[config.mk]
export PLATFORM = sky130hd
export DESIGN_NAME = mem_access_stage
export DESIGN_NICKNAME = d
export VERILOG_FILES = /design/src/rtl/mem_access_stage.sv
export SDC_FILE = /design/constraint.sdc
export NUM_CORES = 1
export LEC_CHECK = 0
export ABC_AREA = 0
export CAP_MARGIN = 20
export CORE_AREA = 4 4 136 138
export CTS_CLUSTER_SIZE = 14
export DETAILED_ROUTE_END_ITERATION = 16
export DIE_AREA = 0 0 140 142
export PLACE_DENSITY = 0.77
export SYNTH_ARGS = -nofsm -noshare
export SYNTH_HDL_FRONTEND = slang
export SYNTH_SLANG_ARGS = --single-unit
export TNS_END_PERCENT = 5
[constraint.sdc]
create_clock -name i_clk -period 2.4 [get_ports i_clk]
set_input_delay 0.48 -clock i_clk [delete_from_list [all_inputs] [get_ports i_clk]]
set_output_delay 0.48 -clock i_clk [all_outputs]
set_load 0.01 [all_outputs]
[src/rtl/mem_access_stage.sv]
// Memory-access pipeline stage: decodes loads/stores from the execute stage, runs a
// req/ack data-memory transaction with byte-lane alignment, and issues a registered writeback packet.
module mem_access_stage #(
    parameter int TIMEOUT_CYCLES = 255
) (
    input  logic        i_clk,
    input  logic        i_rst_n,
    input  logic        i_valid,
    input  logic [31:0] i_inst,
    input  logic [31:0] i_alu_result,
    input  logic [31:0] i_data_2,
    input  logic        i_mem_rw,
    input  logic [2:0]  i_load_store_mode,
    input  logic [1:0]  i_wb_sel,
    input  logic [31:0] i_pc_inc,
    input  logic        i_reg_wr_en,
    output logic        o_stall,
    output logic        o_dmem_req,
    output logic        o_dmem_we,
    output logic [31:0] o_dmem_addr,
    output logic [31:0] o_dmem_wdata,
    output logic [3:0]  o_dmem_be,
    input  logic        i_dmem_ack,
    input  logic [31:0] i_dmem_rdata,
    output logic        o_valid,
    output logic [31:0] o_wb_data,
    output logic [4:0]  o_wb_rd,
    output logic        o_wb_reg_wr_en,
    output logic        o_access_fault,
    output logic        o_bus_err
);

    typedef enum logic {
        ST_IDLE = 1'b0,
        ST_WAIT = 1'b1
    } state_t;

    localparam logic [7:0] CNT_LAST = 8'(TIMEOUT_CYCLES - 1);

    state_t      state_q, state_d;
    logic [7:0]  cnt_q;
    logic [31:0] addr_q;
    logic [31:0] wdata_q;
    logic [3:0]  be_q;
    logic        we_q;
    logic [2:0]  mode_q;
    logic [1:0]  off_q;
    logic [4:0]  rd_q;
    logic        wr_en_q;

    logic [1:0]  off;
    logic [2:0]  mode;
    logic        is_load, is_store, is_mem;
    logic        illegal_mode, misaligned, fault, good_mem;
    logic [3:0]  req_be;
    logic [31:0] req_wdata;
    logic [31:0] alu_wb_data;
    logic [31:0] load_data;
    logic        accept_good, accept_fault, accept_other;
    logic        done_ack, done_timeout;

    // Only rd is taken from the instruction word.
    logic unused_inst_bits;
    assign unused_inst_bits = ^{i_inst[31:12], i_inst[6:0]};

    assign off  = i_alu_result[1:0];
    assign mode = i_load_store_mode;

    assign is_load      = i_valid & ~i_mem_rw & (i_wb_sel == 2'b00);
    assign is_store     = i_valid & i_mem_rw;
    assign is_mem       = is_load | is_store;
    assign illegal_mode = (mode == 3'b011) | (mode == 3'b110) | (mode == 3'b111);
    assign misaligned   = ((mode[1:0] == 2'b01) & off[0]) | ((mode == 3'b010) & (off != 2'b00));
    assign fault        = is_mem & (illegal_mode | misaligned);
    assign good_mem     = is_mem & ~fault;

    // Store lane placement; loads always enable the full word.
    always_comb begin
        req_be    = 4'b1111;
        req_wdata = i_data_2;
        if (is_store) begin
            case (mode[1:0])
                2'b00: begin
                    req_be    = 4'b0001 << off;
                    req_wdata = {4{i_data_2[7:0]}};
                end
                2'b01: begin
                    req_be    = off[1] ? 4'b1100 : 4'b0011;
                    req_wdata = {2{i_data_2[15:0]}};
                end
                default: begin
                    req_be    = 4'b1111;
                    req_wdata = i_data_2;
                end
            endcase
        end
    end

    always_comb begin
        case (i_wb_sel)
            2'b01:   alu_wb_data = i_alu_result;
            2'b10:   alu_wb_data = i_pc_inc;
            default: alu_wb_data = 32'h0;
        endcase
    end

    // Shift the addressed lane down, then extend according to the latched mode.
    always_comb begin
        logic [31:0] r;
        r = i_dmem_rdata >> {off_q, 3'b000};
        case (mode_q)
            3'b000:  load_data = {{24{r[7]}}, r[7:0]};
            3'b100:  load_data = {24'h0, r[7:0]};
            3'b001:  load_data = {{16{r[15]}}, r[15:0]};
            3'b101:  load_data = {16'h0, r[15:0]};
            default: load_data = r;
        endcase
    end

    always_ff @(posedge i_clk or negedge i_rst_n) begin
        if (!i_rst_n) state_q <= ST_IDLE;
        else          state_q <= state_d;
    end

    always_comb begin
        state_d      = state_q;
        o_stall      = 1'b0;
        accept_good  = 1'b0;
        accept_fault = 1'b0;
        accept_other = 1'b0;
        done_ack     = 1'b0;
        done_timeout = 1'b0;
        case (state_q)
            ST_IDLE: begin
                if (good_mem) begin
                    accept_good = 1'b1;
                    o_stall     = 1'b1;
                    state_d     = ST_WAIT;
                end else if (fault) begin
                    accept_fault = 1'b1;
                end else if (i_valid) begin
                    accept_other = 1'b1;
                end
            end
            ST_WAIT: begin
                o_stall = 1'b1;
                // An ack in the final allowed cycle still wins over the timeout.
                if (i_dmem_ack) begin
                    done_ack = 1'b1;
                    state_d  = ST_IDLE;
                end else if (cnt_q == CNT_LAST) begin
                    done_timeout = 1'b1;
                    state_d      = ST_IDLE;
                end
            end
            default: state_d = ST_IDLE;
        endcase
    end

    // Bus outputs are gated by state so reset drops them without waiting for a clock.
    assign o_dmem_req   = (state_q == ST_WAIT);
    assign o_dmem_we    = o_dmem_req & we_q;
    assign o_dmem_be    = o_dmem_req ? be_q : 4'b0000;
    assign o_dmem_addr  = o_dmem_req ? addr_q : 32'h0;
    assign o_dmem_wdata = o_dmem_req ? wdata_q : 32'h0;

    always_ff @(posedge i_clk or negedge i_rst_n) begin
        if (!i_rst_n) begin
            cnt_q   <= 8'h0;
            addr_q  <= 32'h0;
            wdata_q <= 32'h0;
            be_q    <= 4'h0;
            we_q    <= 1'b0;
            mode_q  <= 3'b000;
            off_q   <= 2'b00;
            rd_q    <= 5'd0;
            wr_en_q <= 1'b0;
        end else if (accept_good) begin
            cnt_q   <= 8'h0;
            addr_q  <= {i_alu_result[31:2], 2'b00};
            wdata_q <= req_wdata;
            be_q    <= req_be;
            we_q    <= is_store;
            mode_q  <= mode;
            off_q   <= off;
            rd_q    <= i_inst[11:7];
            wr_en_q <= i_reg_wr_en;
        end else if (state_q == ST_WAIT) begin
            cnt_q <= cnt_q + 8'd1;
        end
    end

    always_ff @(posedge i_clk or negedge i_rst_n) begin
        if (!i_rst_n) begin
            o_valid        <= 1'b0;
            o_wb_data      <= 32'h0;
            o_wb_rd        <= 5'd0;
            o_wb_reg_wr_en <= 1'b0;
            o_access_fault <= 1'b0;
            o_bus_err      <= 1'b0;
        end else begin
            o_valid        <= 1'b0;
            o_access_fault <= 1'b0;
            o_bus_err      <= 1'b0;
            if (accept_other) begin
                o_valid        <= 1'b1;
                o_wb_data      <= alu_wb_data;
                o_wb_rd        <= i_inst[11:7];
                o_wb_reg_wr_en <= i_reg_wr_en;
            end else if (accept_fault) begin
                o_valid        <= 1'b1;
                o_access_fault <= 1'b1;
                o_wb_data      <= 32'h0;
                o_wb_rd        <= i_inst[11:7];
                o_wb_reg_wr_en <= 1'b0;
            end else if (done_ack) begin
                o_valid        <= 1'b1;
                o_wb_data      <= we_q ? 32'h0 : load_data;
                o_wb_rd        <= rd_q;
                o_wb_reg_wr_en <= wr_en_q & ~we_q;
            end else if (done_timeout) begin
                o_valid        <= 1'b1;
                o_bus_err      <= 1'b1;
                o_wb_data      <= 32'h0;
                o_wb_rd        <= rd_q;
                o_wb_reg_wr_en <= 1'b0;
            end
        end
    end

endmodule

==> results of run 1 <==
==> metal layers <==
layer	global-route usage, %	vias to the layer above	wire length [um]
li1	-	2976	-
met1	29.7	3146	9680
met2	38.9	308	11300
met3	8.30	42	2250
met4	7.65	0	644
met5	0	-	0
==> how the worst max path moves through the flow <==
stage	from	endpoint	slack [ns]	cells past startpoint
after floorplan	cnt_q[0]$_DFFE_PN0P_	o_wb_rd[4]$_DFFE_PN0P_	0.45	7
after global placement	i_wb_sel[0]	o_stall	-0.43	7
after detailed placement	i_wb_sel[0]	o_stall	-0.43	7
after CTS	i_wb_sel[1]	o_stall	0.008	7
after global routing	o_dmem_req$_DFF_PN0_	o_dmem_addr[18]	-0.004	3
final	o_dmem_req$_DFF_PN0_	o_dmem_addr[21]	0.08	3
==> cell families after synthesis <==
group,count (synthesis),synth area share (%)
flip-flops,128,46.0
multiplexers,105,16.6
XOR/XNOR,1,0.126
AO/OA/AOI/OAI,175,17.9
adder cells (fa/ha/maj),5,0.899
other,1,0.0539
buffers and inverters,73,4.51
AND/OR/NAND/NOR,175,13.9
==> placed cells by master, fill, tap and decap left out, types with 24 or more instances in the layout <==
master	netlist	layout
a22o_1	24	24
mux2i_1	30	30
a22oi_1	25	25
buf_4	2	50
nand2_1	37	37
and2_1	68	68
nor2_1	26	26
mux2_2	62	62
dfrtp_1	128	127
clkdlybuf4s50_1	0	239
o21ai_0	33	33
==> metrics by stage <==
step	power, mW	utilization [%]	TNS [ns]	hold WS (ns)	area [um^2]
after floorplan	4.17	-	0	0.184	6960
final	8.06	62.6	0	0.0315	10800
after global routing	8.47	62.6	-0.00693	0.0668	10800
after global placement	5.38	58.8	-0.585	0.453	10100
after CTS	8.11	62.5	0	0.0497	10700
after detailed placement	5.44	58.8	-2.41	0.461	10100
==> timing repair <==
item | CTS | global route
hold buffers | 0 | 0
pin swaps | 1 | 1
resized for setup | 8 | 13
buffers inserted | 2 | 0
endpoints found under the setup margin | 59 | 18
==> cell type report <==
type                            count  area, um^2  area share, %
Clock buffer                       21         470           4.37
Clock inverter                     11         131           1.22
Inverter                           18        67.6          0.628
Multi-Input combinational cell    463        3470           32.3
Sequential cell                   128        3210           29.8
Tap cell                          225         282           2.62
Timing Repair Buffer              313        3120           29.0
==> state kept, by name (all words and copies together) (netlist names) <==
signal,flops
we_q,1
mode_q,3
o_valid,1
addr_q,30
o_dmem_req,1
be_q,4
o_bus_err,1
rd_q,5
o_access_fault,1
o_wb_data,32
o_wb_rd,5
off_q,2
cnt_q,8
wdata_q,32
wr_en_q,1
o_wb_reg_wr_en,1
==> power breakdown <==
| group | total [mW] | leakage [nW] | switching, mW | internal (mW) |
|---|---|---|---|---|
| clock network | 2.63 | 0.274 | 1.02 | 1.62 |
| registers | 2.98 | 1.59 | 0.311 | 2.67 |
| logic | 2.44 | 2.81 | 1.09 | 1.35 |
| total | 8.06 | 4.68 | 2.42 | 5.64 |
==> reports/results.tsv, run 1 <==
stage	metric	value	unit
synth	ys.flop_type	dfrtp_1	
global_routing	antenna_found_initial	0	
timing	finalCriticalPeriod	2.32	ns
synth	ys_async_sr_fraction	100	%
clocking	htreeDepth	4	
global_routing	grt_max_degree	60	
synth	synth-edff-count	0	
layout	fin_nets	1117	
placement	pre_cts_slack	-0.429	ns
global_routing	grt_pass1_vias	6459	
clocking	cts_root_buffer	clkbuf_16	
critical_path	cpPeakStageDelay	0.53	ns
floorplan	die_area	19900	um^2
critical_path	worst_r2r_endpoint	o_wb_rd[4]$_DFFE_PN0P_	
clocking	cts.sinks	128	
critical_path	r2r_cells	6	
pwr	power_leakage	4.68	nW
clocking	clock_path_buffers	2	
detailed_routing	drtAntennaViolNets	0	
timing	fin_ws	0.0752	ns
synth	synth_warnings	0	
synth	synth_cell_types	49	
detailed_routing	vias	6472	
pwr	vdd_drop_max	0.485	mV
critical_path	end_kind	primary output	
critical_path	worstSetupPathType	flip-flop to primary output	
global_routing	track_usage	23.8	%
layout	area_delta_synth_final	54.5	%
synth	yosysSeqAreaShare	46.0	%
placement	gp_congestion	0.888	
critical_path	cp_top_family	buffers and inverters	
critical_path	crit_slowest_cell	clkdlybuf4s50_1	
clocking	clk_pin_slew	0.06	ns
layout	num-fill-cells	1397	
timing	slew_violations	0	
pwr	powerDensity	749	nW/um^2
flow_run	cap_violations	0	
critical_path	worstPathRequired	1.92	ns
detailed_routing	vias_per_cell	5.49	
timing	period_share	96.9	%
critical_path	cp_cell_sequence	buf_12 > and2_1 > clkdlybuf4s50_1	
timing	hold_viol_final	0	
critical_path	worstSetupStartpointType	flip-flop	
synth	netlist_area	6960	um^2
synth	syn-instance-count	663	
floorplan	core-area	17200	um^2
placement	portBuffers	253	
synth	ys_top_cells_by_area	dfrtp_1, mux2_2, and2_1, mux2i_1, a22o_1	
detailed_routing	drt-pass1-iter-count	7	
floorplan	pin_count	283	
timing	max_slew_margin	61.2	%
detailed_routing	drt_iter0_drc	401	
synth	yosysTopAreaCell	dfrtp_1	
placement	dpl.hpwl	17.9	mm
critical_path	crit_arrival	1.84	ns
floorplan	initial_core_util	40.5	%
synth	ys_ff_latch	128	
critical_path	worstPathMaxFanout	38	
timing	grt_setup_unrepaired	yes	
global_routing	grt_pass1_wl	37.0	mm
global_routing	overflow	0	
detailed_routing	drc	0	
synth	synth.top_cell.area_share	46.0	%
clocking	numCtsBuffers	17	
timing	setup_viol	0	
placement	dp_cells	1145	
timing	worst_slew_pin_slew	0.582	ns
floorplan	die_w	140	um
layout	layout-drive-gt1-share	17.5	%
timing	max_freq	430	MHz
critical_path	r2r_start	o_dmem_req$_DFF_PN0_	
outcome	status	completed	
synth	synth.avg_cell_area	10.5	um^2
worst_hold_path	hold_path.class	input pin to asynchronous set/reset pin	
critical_path	r2r_slack	0.34	ns
synth	synth_commonest_cells	dfrtp_1, and2_1, mux2_2, nand2_1, o21ai_0	
floorplan	rows	48	
layout	stdcell_count	1179	
clocking	insertion_delay	0.42	ns
detailed_routing	wire_per_inst	20.3	um
synth	yosysMostFrequentCell	dfrtp_1	
detailed_routing	wl	23.9	mm
timing	fin_skew	0.00843	ns
layout	antennaDiodeCount	0	
clocking	cts_tree	built	
critical_path	cp_num_buf_inv	2	
floorplan	die_h	142	um
(Power assumes the default switching activity.)
==> run 2: changes to the inputs <==
--- a/config.mk
+++ b/config.mk
@@ -8,10 +8,12 @@
 export ABC_AREA = 0
 export CAP_MARGIN = 20
 export CORE_AREA = 4 4 136 138
+export CTS_BUF_LIST = sky130_fd_sc_hd__clkbuf_16
 export CTS_CLUSTER_SIZE = 14
 export DETAILED_ROUTE_END_ITERATION = 16
 export DIE_AREA = 0 0 140 142
 export PLACE_DENSITY = 0.77
+export SETUP_SLACK_MARGIN = 0.1
 export SYNTH_ARGS = -nofsm -noshare
 export SYNTH_HDL_FRONTEND = slang
 export SYNTH_SLANG_ARGS = --single-unit
==> run 2 against run 1 <==
Compared with the run above: clock skew shrank 0.0012 ns; sequential power is essentially flat; critical endpoint is now o_dmem_addr[20]; combinational power is essentially flat; total power shrank 1.1%; clock power shrank 4%.
==> reports/results.tsv, run 2 (synthesis results as in run 1) <==
stage	metric	value	unit
detailed_routing	drc	0	
layout	fin_nets	1120	
critical_path	cp_top_family	buffers and inverters	
pwr	vdd_drop_max	0.487	mV
clocking	hold_buffers	0	
worst_hold_path	hold_path.class	input pin to asynchronous set/reset pin	
clocking	cts_root_buffer	clkbuf_16	
global_routing	grt_pass1_wl	36.9	mm
timing	worst_slew_pin_slew	0.582	ns
critical_path	worstPathRequired	1.92	ns
floorplan	core-area	17200	um^2
timing	finalCriticalPeriod	2.31	ns
detailed_routing	vias_per_cell	5.46	
layout	stdcell_count	1182	
timing	slew_violations	0	
global_routing	antenna_found_initial	0	
placement	dpl.hpwl	17.9	mm
detailed_routing	drtAntennaViolNets	0	
critical_path	worstSetupPathType	flip-flop to primary output	
critical_path	cp_num_buf_inv	2	
layout	layout-drive-gt1-share	17.6	%
critical_path	r2r_start	o_dmem_req$_DFF_PN0_	
timing	max_freq	432	MHz
flow_run	cap_violations	0	
outcome	status	completed	
floorplan	rows	48	
timing	fin_skew	0.00728	ns
layout	final_common_cell	clkdlybuf4s50_1	
floorplan	pin_count	283	
floorplan	die_w	140	um
critical_path	crit_slowest_cell	clkdlybuf4s50_1	
clocking	cts_tree	built	
pwr	finalPower	7.96	mW
timing	hold_viol_final	0	
floorplan	die_area	19900	um^2
detailed_routing	drt-pass1-iter-count	5	
pwr	powerDensity	742	nW/um^2
layout	layout_common_cells	clkdlybuf4s50_1, dfrtp_1, and2_1	
critical_path	worstPathMaxFanout	38	
global_routing	overflow	0	
placement	portBuffers	253	
detailed_routing	vias	6458	
critical_path	worstSetupStartpoint	o_dmem_req$_DFF_PN0_	
layout	num-fill-cells	1403	
clocking	numCtsBuffers	17	
critical_path	end_kind	primary output	
detailed_routing	wl	23.9	mm
clocking	insertion_delay	0.42	ns
critical_path	cp_cell_sequence	buf_12 > and2_1 > clkdlybuf4s50_1	
placement	dp_cells	1145	
floorplan	initial_core_util	40.5	%
clocking	clk_pin_slew	0.06	ns
timing	period_share	96.4	%
clocking	clock_path_buffers	2	
pwr	power_leakage	4.51	nW
floorplan	die_h	142	um
critical_path	worstSetupStartpointType	flip-flop	
layout	reg.largest.list	o_wb_data x32, wdata_q x32, addr_q x30	
global_routing	track_usage	23.7	%
timing	setup_viol	0	
timing	grt_setup_unrepaired	yes	
placement	gp_congestion	0.888	
detailed_routing	drt_iter0_drc	345	
layout	antennaDiodeCount	0	
global_routing	grt_max_degree	60	
critical_path	cpPeakStageDelay	0.54	ns
clocking	htreeDepth	4	
clocking	cts.sinks	128	
critical_path	crit_arrival	1.83	ns
detailed_routing	wire_per_inst	20.2	um
layout	area_delta_synth_final	54.2	%
global_routing	grt_pass1_vias	6475	
timing	max_slew_margin	61.2	%
[run 2: cell count changes in the layout (fill, tap and decap cells not counted), moves of 2 or more]
| cell | change |
|---|---|
| buf_4 | +2 |
| clkbuf_8 | -3 |
| dlymetal6s2s_1 | -9 |
| clkdlybuf4s50_1 | +7 |
| clkinv_1 | +3 |
| dlygate4sd2_1 | +2 |
[run 2: worst reg2reg max path, cell delays in order, from the launching register on]
cell and delay [ns]:
dfrtp_4 0.49, buf_4 0.21, nand4_1 0.11, o21ai_1 0.31, buf_4 0.23, mux2_2 0.35
mux2_2 0.26
[run 2: where the power goes]
| group | switching (mW) | total [mW] | internal [mW] |
|---|---|---|---|
| sequential | 0.308 | 2.98 | 2.67 |
| clock | 1.01 | 2.53 | 1.52 |
| combinational | 1.09 | 2.45 | 1.36 |
[run 2: final cells by class]
class / count / area (um^2) / area share, %
Clock inverter: 15 / 146 / 1.36
Timing Repair Buffer: 316 / 3130 / 29.2
Tap cell: 225 / 282 / 2.62
Sequential cell: 128 / 3210 / 29.9
Multi-Input combinational cell: 463 / 3470 / 32.4
Inverter: 18 / 67.6 / 0.630
Clock buffer: 17 / 425 / 3.96
[run 2: per-layer routing]
| layer | share of wire (%) | up-vias | GRT usage, % |
|---|---|---|---|
| met5 | 0 | - | 0 |
| met4 | 2.4 | 0 | 7.39 |
| met3 | 9.8 | 42 | 8.23 |
| met2 | 47 | 312 | 38.8 |
| met1 | 40 | 3121 | 29.6 |
| li1 | - | 2983 | - |
[run 2: metrics by stage]
step	hold slack [ns]	utilization, %	area (um^2)	setup TNS, ns	setup slack [ns]
2_1_floorplan	0.184	-	6960	0	0.454
3_3_place_gp	0.453	58.8	10100	-0.585	-0.426
5_1_grt	0.0679	62.5	10700	0	0.0195
6_report	0.0285	62.5	10700	0	0.0866
4_1_cts	0.0516	62.3	10700	0	0.0794
3_5_place_dp	0.461	58.8	10100	-2.41	-0.429
[run 2: what timing repair did]
item / 4_1_cts / 5_1_grt
gates resized for setup: 13 / 3
pin swaps: 2 / 3
gates cloned: 0 / 0
setup endpoints to repair: 60 / 55
setup buffers: 3 / 2
[run 2: worst paths after layout]
path                                       endpoint  slack (ns)  cells past startpoint
min in group i_clk          wdata_q[30]$_DFFE_PN0P_        0.47                      2
setup / recovery                    o_dmem_addr[20]        0.09                      3
hold / removal             o_wb_data[1]$_DFFE_PN0P_        0.03                      1
max in group asynchronous    addr_q[10]$_DFFE_PN0P_        1.71                      2
hold reg to reg             wdata_q[30]$_DFFE_PN0P_        0.47                      2
setup reg to reg             o_wb_rd[4]$_DFFE_PN0P_        0.34                      6
